<file path="config.mk">
export PLATFORM = sky130hd
export DESIGN_NAME = jk_excite_gen
export DESIGN_NICKNAME = d
export VERILOG_FILES = /design/src/rtl/jk_pkg.sv /design/src/rtl/jk_excite_gen.sv
export SDC_FILE = /design/constraint.sdc
export NUM_CORES = 1
export LEC_CHECK = 0
export ABC_AREA = 1
export BUFFER_PORTS_ARGS = -buffer_cell sky130_fd_sc_hd__clkbuf_2
export CAP_MARGIN = 20
export CORE_MARGIN = 2
export CORE_UTILIZATION = 40
export CTS_BUF_LIST = sky130_fd_sc_hd__clkbuf_8
export CTS_CLUSTER_DIAMETER = 50
export DETAILED_ROUTE_END_ITERATION = 10
export PLACE_DENSITY_LB_ADDON = 0.3
export SYNTH_ARGS = -nofsm -noshare
export SYNTH_HDL_FRONTEND = slang
export SYNTH_SLANG_ARGS = --single-unit
export TNS_END_PERCENT = 100
</file>
<file path="constraint.sdc">
create_clock -name clk -period 1.92 [get_ports clk]
set_clock_uncertainty 0.1 [all_clocks]
set_input_delay 0.096 -clock clk [delete_from_list [all_inputs] [get_ports clk]]
set_output_delay 0.096 -clock clk [all_outputs]
set_load 0.01 [all_outputs]
</file>
<file path="src/rtl/jk_pkg.sv">
// jk_pkg: shared FSM states, mode encodings and JK excitation helper
package jk_pkg;
  typedef enum logic [1:0] {IDLE, DRIVE, CHECK} state_t;
  localparam logic MODE_HOLD = 1'b0;
  localparam logic MODE_TOGGLE = 1'b1;
  // {J,K} that moves one flop from q to d; toggle mode drives both on any change
  function automatic logic [1:0] jk_excite(input logic q, input logic d, input logic mode);
    return (q == d) ? 2'b00 : (mode == MODE_TOGGLE) ? 2'b11 : {d, ~d};
  endfunction
endpackage

</file>
<file path="src/rtl/jk_excite_gen.sv">
// jk_excite_gen: turns target Q words into one-cycle J/K pulses and verifies readback
module jk_excite_gen
  import jk_pkg::*;
#(
  parameter int W = 4,
  parameter int CNT_W = 8
) (
  input  logic             clk,
  input  logic             n_rst,
  input  logic             tgt_valid,
  output logic             tgt_ready,
  input  logic [W-1:0]     tgt_data,
  input  logic             mode,
  input  logic             err_clr,
  output logic [W-1:0]     j_out,
  output logic [W-1:0]     k_out,
  input  logic [W-1:0]     q_in,
  output logic             busy,
  output logic [CNT_W-1:0] err_cnt,
  output logic             err_flag
);
  state_t state_q;
  logic [W-1:0] q_exp_q, tgt_q, j_q, k_q, j_d, k_d;
  logic [CNT_W-1:0] cnt_q;
  logic flag_q;
  for (genvar i = 0; i < W; i++) begin : g_exc
    assign {j_d[i], k_d[i]} = jk_excite(q_exp_q[i], tgt_data[i], mode);
  end
  // handshake, one-cycle drive pulse, readback check with resync on mismatch
  always_ff @(posedge clk or negedge n_rst) begin
    if (!n_rst) begin
      state_q <= IDLE;
      q_exp_q <= '0;
      tgt_q <= '0;
      j_q <= '0;
      k_q <= '0;
      cnt_q <= '0;
      flag_q <= 1'b0;
    end else begin
      if (err_clr) begin
        cnt_q <= '0;
        flag_q <= 1'b0;
      end
      case (state_q)
        IDLE: if (tgt_valid) begin
          tgt_q <= tgt_data;
          j_q <= j_d;
          k_q <= k_d;
          state_q <= DRIVE;
        end
        DRIVE: begin
          j_q <= '0;
          k_q <= '0;
          q_exp_q <= tgt_q;
          state_q <= CHECK;
        end
        default: begin
          if (q_in != q_exp_q) begin
            cnt_q <= err_clr ? CNT_W'(1) : (&cnt_q) ? cnt_q : cnt_q + 1'b1;
            flag_q <= 1'b1;
            q_exp_q <= q_in;
          end
          state_q <= IDLE;
        end
      endcase
    end
  end
  assign tgt_ready = state_q == IDLE;
  assign busy = state_q != IDLE;
  assign j_out = j_q;
  assign k_out = k_q;
  assign err_cnt = cnt_q;
  assign err_flag = flag_q;
endmodule

</file>
After elaboration in Yosys (flattened, before gate mapping). Cells that the tools add are included.

Eq/ne operators: 8. Mux-type cells: 24. Add/sub/neg operators: 1. Reductions and logical operators: 9. Bitwise logic cells: 5.

Operator list (number): 8-bit two-way mux (5); 4-bit one-hot mux with 2 select lines (3); 2-bit two-way mux (9); 4-bit two-way mux (3); 8-bit by 1-bit adder with 8-bit output, second input constant (1); 8-bit AND reduction (1); 2-bit AND reduction (3); 2-bit nonzero test (3); 1-bit NOT (5); 1-bit equality test (4); 4-bit inequality test (1); 4-bit inequality test, second input constant (1); 2-bit one-hot mux with 2 select lines (1); 1-bit two-way mux (3); 2-bit by 1-bit equality test with 1-bit output, second input constant (1); 2-bit zero test (1); 2-bit inequality test, second input constant (1); 2-bit OR reduction (1).

Bits in registers: 27. Word-level logic and storage cells: 54. Input port bits: 13.

Longest topological paths before layout.
Word-level depth: 5. Mapped depth: 11. Gate-level depth less buffers: 11.

Least setup slack after synthesis. OpenSTA, ideal clock, no wires.

Kind: reg-to-reg. Start: reg cnt_q[1], in the netlist err_cnt[1]. End: reg cnt_q[0], in the netlist err_cnt[0]. Stages on the path, launching flop included: 9. Buffers on the path: 0. Data arrival time: 1.284 ns. Setup slack: 0.423 ns. Period minus slack after synthesis: 1.497 ns. Cells stage by stage: dfrtp_1 ha_1 nand3_2 nor2_2 nand4_1 nand3_2 o21ai_0 nand2_1 inv_1.

Longest elaborated chain between the ends: 2.

Ends and longest elaborated chain: start: declaration (line jk_excite_gen.sv:24) `logic [CNT_W-1:0] cnt_q;`; start signal: assignment (line jk_excite_gen.sv:59) `cnt_q <= err_clr ? CNT_W'(1) : (&cnt_q) ? cnt_q : cnt_q + 1'b1;`; 8-bit AND reduction (line jk_excite_gen.sv:59); 4-bit inequality test (no source line).

No other way between the ends. A chain may end at the register's enable or synchronous reset.

Final worst setup path. Same ends and word-level chain as after synthesis.

==> metrics <==
status complete, no violations; CP cell instances ha_1, nand3_2, nor2_2, nand4_1, nand3_2, o21ai_0, nand2_1, inv_1; Yosys reg bits 27; syn_area_per_cell ~7.6 um^2; Gate Count Post-Synth about 200; fraction of layout cells with a size suffix above 1 around 21%; drt drc 0; hold slack ~3.4 ps; Synth cell types 25; clk slew on worst S/H paths roughly 100 ps; unrepaired setup endpoints after global routing false; Worst Path Max Fanout 5; worst slack, placed 318 ps; CTS sink count 27; Total Wirelength about 3.3 mm; Worst Path Required 2000 ps; final worst slack a little under 300 ps; Worst-Skew Late Latency ~270 ps; Core Region 3690 um^2; antenna-violating nets left 0; Root Buffer clkbuf_8; port buffer count 31; die area 4360 um^2; initial antenna violation count 0; Via density ~4.8; Starting DRT DRC Count 40; CP dominant cell by count nand3_2; Worst Tran Pin Value about 660 ps; Max Slew Vio Count 0; relative slew slack between 50% and 60%; fillers approximately 370; max cap viols 0; Antenna diodes 0; class of the worst hold path in2reg; worst min-delay path startpoint tgt_data[1]; gp weighted congestion slightly above 0.8; syn nets around 220; first-pass GRT wire length around 6.2 mm; final total power between 1.5 and 2 mW; Max Freq just over 600 MHz; mapped cell area 1540 um^2; H-tree depth 1; Seq. cell area between 600 and 700 um^2; multi-input combinational cell area approximately 750 um^2; placed cell area 1750 um^2; setup TNS 0 ps; fin nets between 200 and 300; Worst EP arrival roughly 1700 ps; Detailed Routing Iterations Pass 1 4; Cell Pwr Density ~950 nW/um^2; Pleak roughly 0.98 nW; Worst Setup SP err_cnt[1]; Tmin final about 1600 ps; period utilization roughly 85%; Final Util 50.6%; via count 1403; Final Hold Viols 0; initial core utilization roughly two fifths; Design Area, Final about 1900 um^2; YS warnings 0; area delta synth->final 21.3%; CP Class reg2reg; post-cts sizing count 0; grt ovf 0; Seq/Total Area, Yosys between 40 and 50%; final setup fails 0; DP HPWL 2.55 mm; CP peak stage delay 420 ps; total track usage between 15 and 20%; post-route insts no fill 291; Critical R2R Launch err_cnt[1]; crit start category flop; Setup crit end kind flop; Avg WL per Cell around 11 um; FP Rows 22; clk buf depth 2; Die Wd about 66 um; Cells after DPL 280; Num CTS Buffers 3; Die Y about 66 um; I/O pins 32; maximum VDD drop around 0.00043 V; r2r setup slk 300 ps; vias in the first global route 1459; largest net degree at the start of global routing 28; CTS tree done; slowest CP cell dfrtp_1
metal layers:
metal	routed length [um]	track usage (%)	vias up
li1	-	-	731
met1	1530	22.0	635
met2	1570	32.4	33
met3	122	2.73	4
met4	48	3.83	0
met5	0	0	-
power breakdown:
part / internal [mW] / leakage, nW / switching [mW] / total (mW)
sequential: 0.705 / 0.347 / 0.133 / 0.838
clock: 0.152 / 0.0261 / 0.182 / 0.334
combinational: 0.247 / 0.604 / 0.363 / 0.610
path summary, 6_finish.rpt:
kind | to | depth (start not counted)
hold reg to reg | tgt_q[2] | 2
hold / removal | tgt_q[1] | 3
min in group asynchronous | k_out[1] | 2
setup / recovery | err_cnt[0] | 8
max in group asynchronous | q_exp_q[3] | 2
setup reg to reg | err_cnt[0] | 8
area by class of cell:
cell class                      count  area share (%)
Clock buffer                        3            2.21
Clock inverter                      1           0.469
Inverter                           25            5.03
Multi-Input combinational cell    147            40.0
Sequential cell                    27            36.2
Tap cell                           48            3.22
Timing Repair Buffer               40            12.9
state kept, by name, summed over array words and instances (netlist names):
register	count
k_out	4
j_out	4
tgt_q	4
state_q	2
err_flag	1
q_exp_q	4
err_cnt	8
cell usage in the layout, fill, tap and decap left out:
cell type      instances
a21oi_1                2
buf_4                  2
clkbuf_2              31
clkbuf_8               3
clkinv_1               1
dfrtp_1               27
dlygate4sd3_1          7
ha_1                   1
inv_1                 23
inv_2                  1
inv_6                  1
nand2_1               61
nand2_2                5
nand3_1               22
nand3_2                2
nand4_1                4
nor2_1                11
nor2_2                 1
nor2_4                 3
nor2_8                 1
nor3_1                 1
o21a_1                 2
o21ai_0               20
o21ai_1                2
o21bai_1               1
xnor2_1                4
xor2_1                 4
worst max-delay path, delay by kind of cell (launching register included):
kind            cells  cell delay, ps
flops               1             420
compound gates      1              90
buf+inv             1              40
fa+ha+maj           1             230
simple gates        5             660
cell families (layout without fill, tap and decap cells):
family,after synthesis,after routing,share of synthesized area (%)
adder cells (fa/ha/maj),1,1,0.813
AO/OA/AOI/OAI,27,27,9.27
flip-flops,27,27,43.9
XOR/XNOR,8,8,4.55
buffers and inverters,28,69,7.56
AND/OR/NAND/NOR,111,111,33.9
what timing repair did:
item                                    in CTS  in global routing
setup buffers                                0                  0
endpoints found under the setup margin       0                  0
hold buffers                                 7                  0
hold endpoints to repair                    33                  0
synthesized netlist by cell type:
cell type	instances	area share [%]
nor2_1	11	2.7
buf_2	1	0.32
inv_2	1	0.24
ha_1	1	0.81
nor3_1	1	0.32
a21oi_1	2	0.65
xor2_1	4	2.3
nor2_2	1	0.41
xnor2_1	4	2.3
o21ai_1	2	0.65
nand4_1	4	1.6
nand2_1	61	15
nor2_4	3	2.2
o21a_1	2	0.98
o21bai_1	1	0.49
clkbuf_8	1	0.89
clkinv_1	1	0.24
o21ai_0	20	6.5
dfrtp_1	27	44
nand3_2	2	1.3
inv_1	23	5.6
nor2_8	1	1.3
nand2_2	5	2.0
nand3_1	22	7.2
clkbuf_1	1	0.24
No activity file was read; power rests on OpenSTA's default activity.
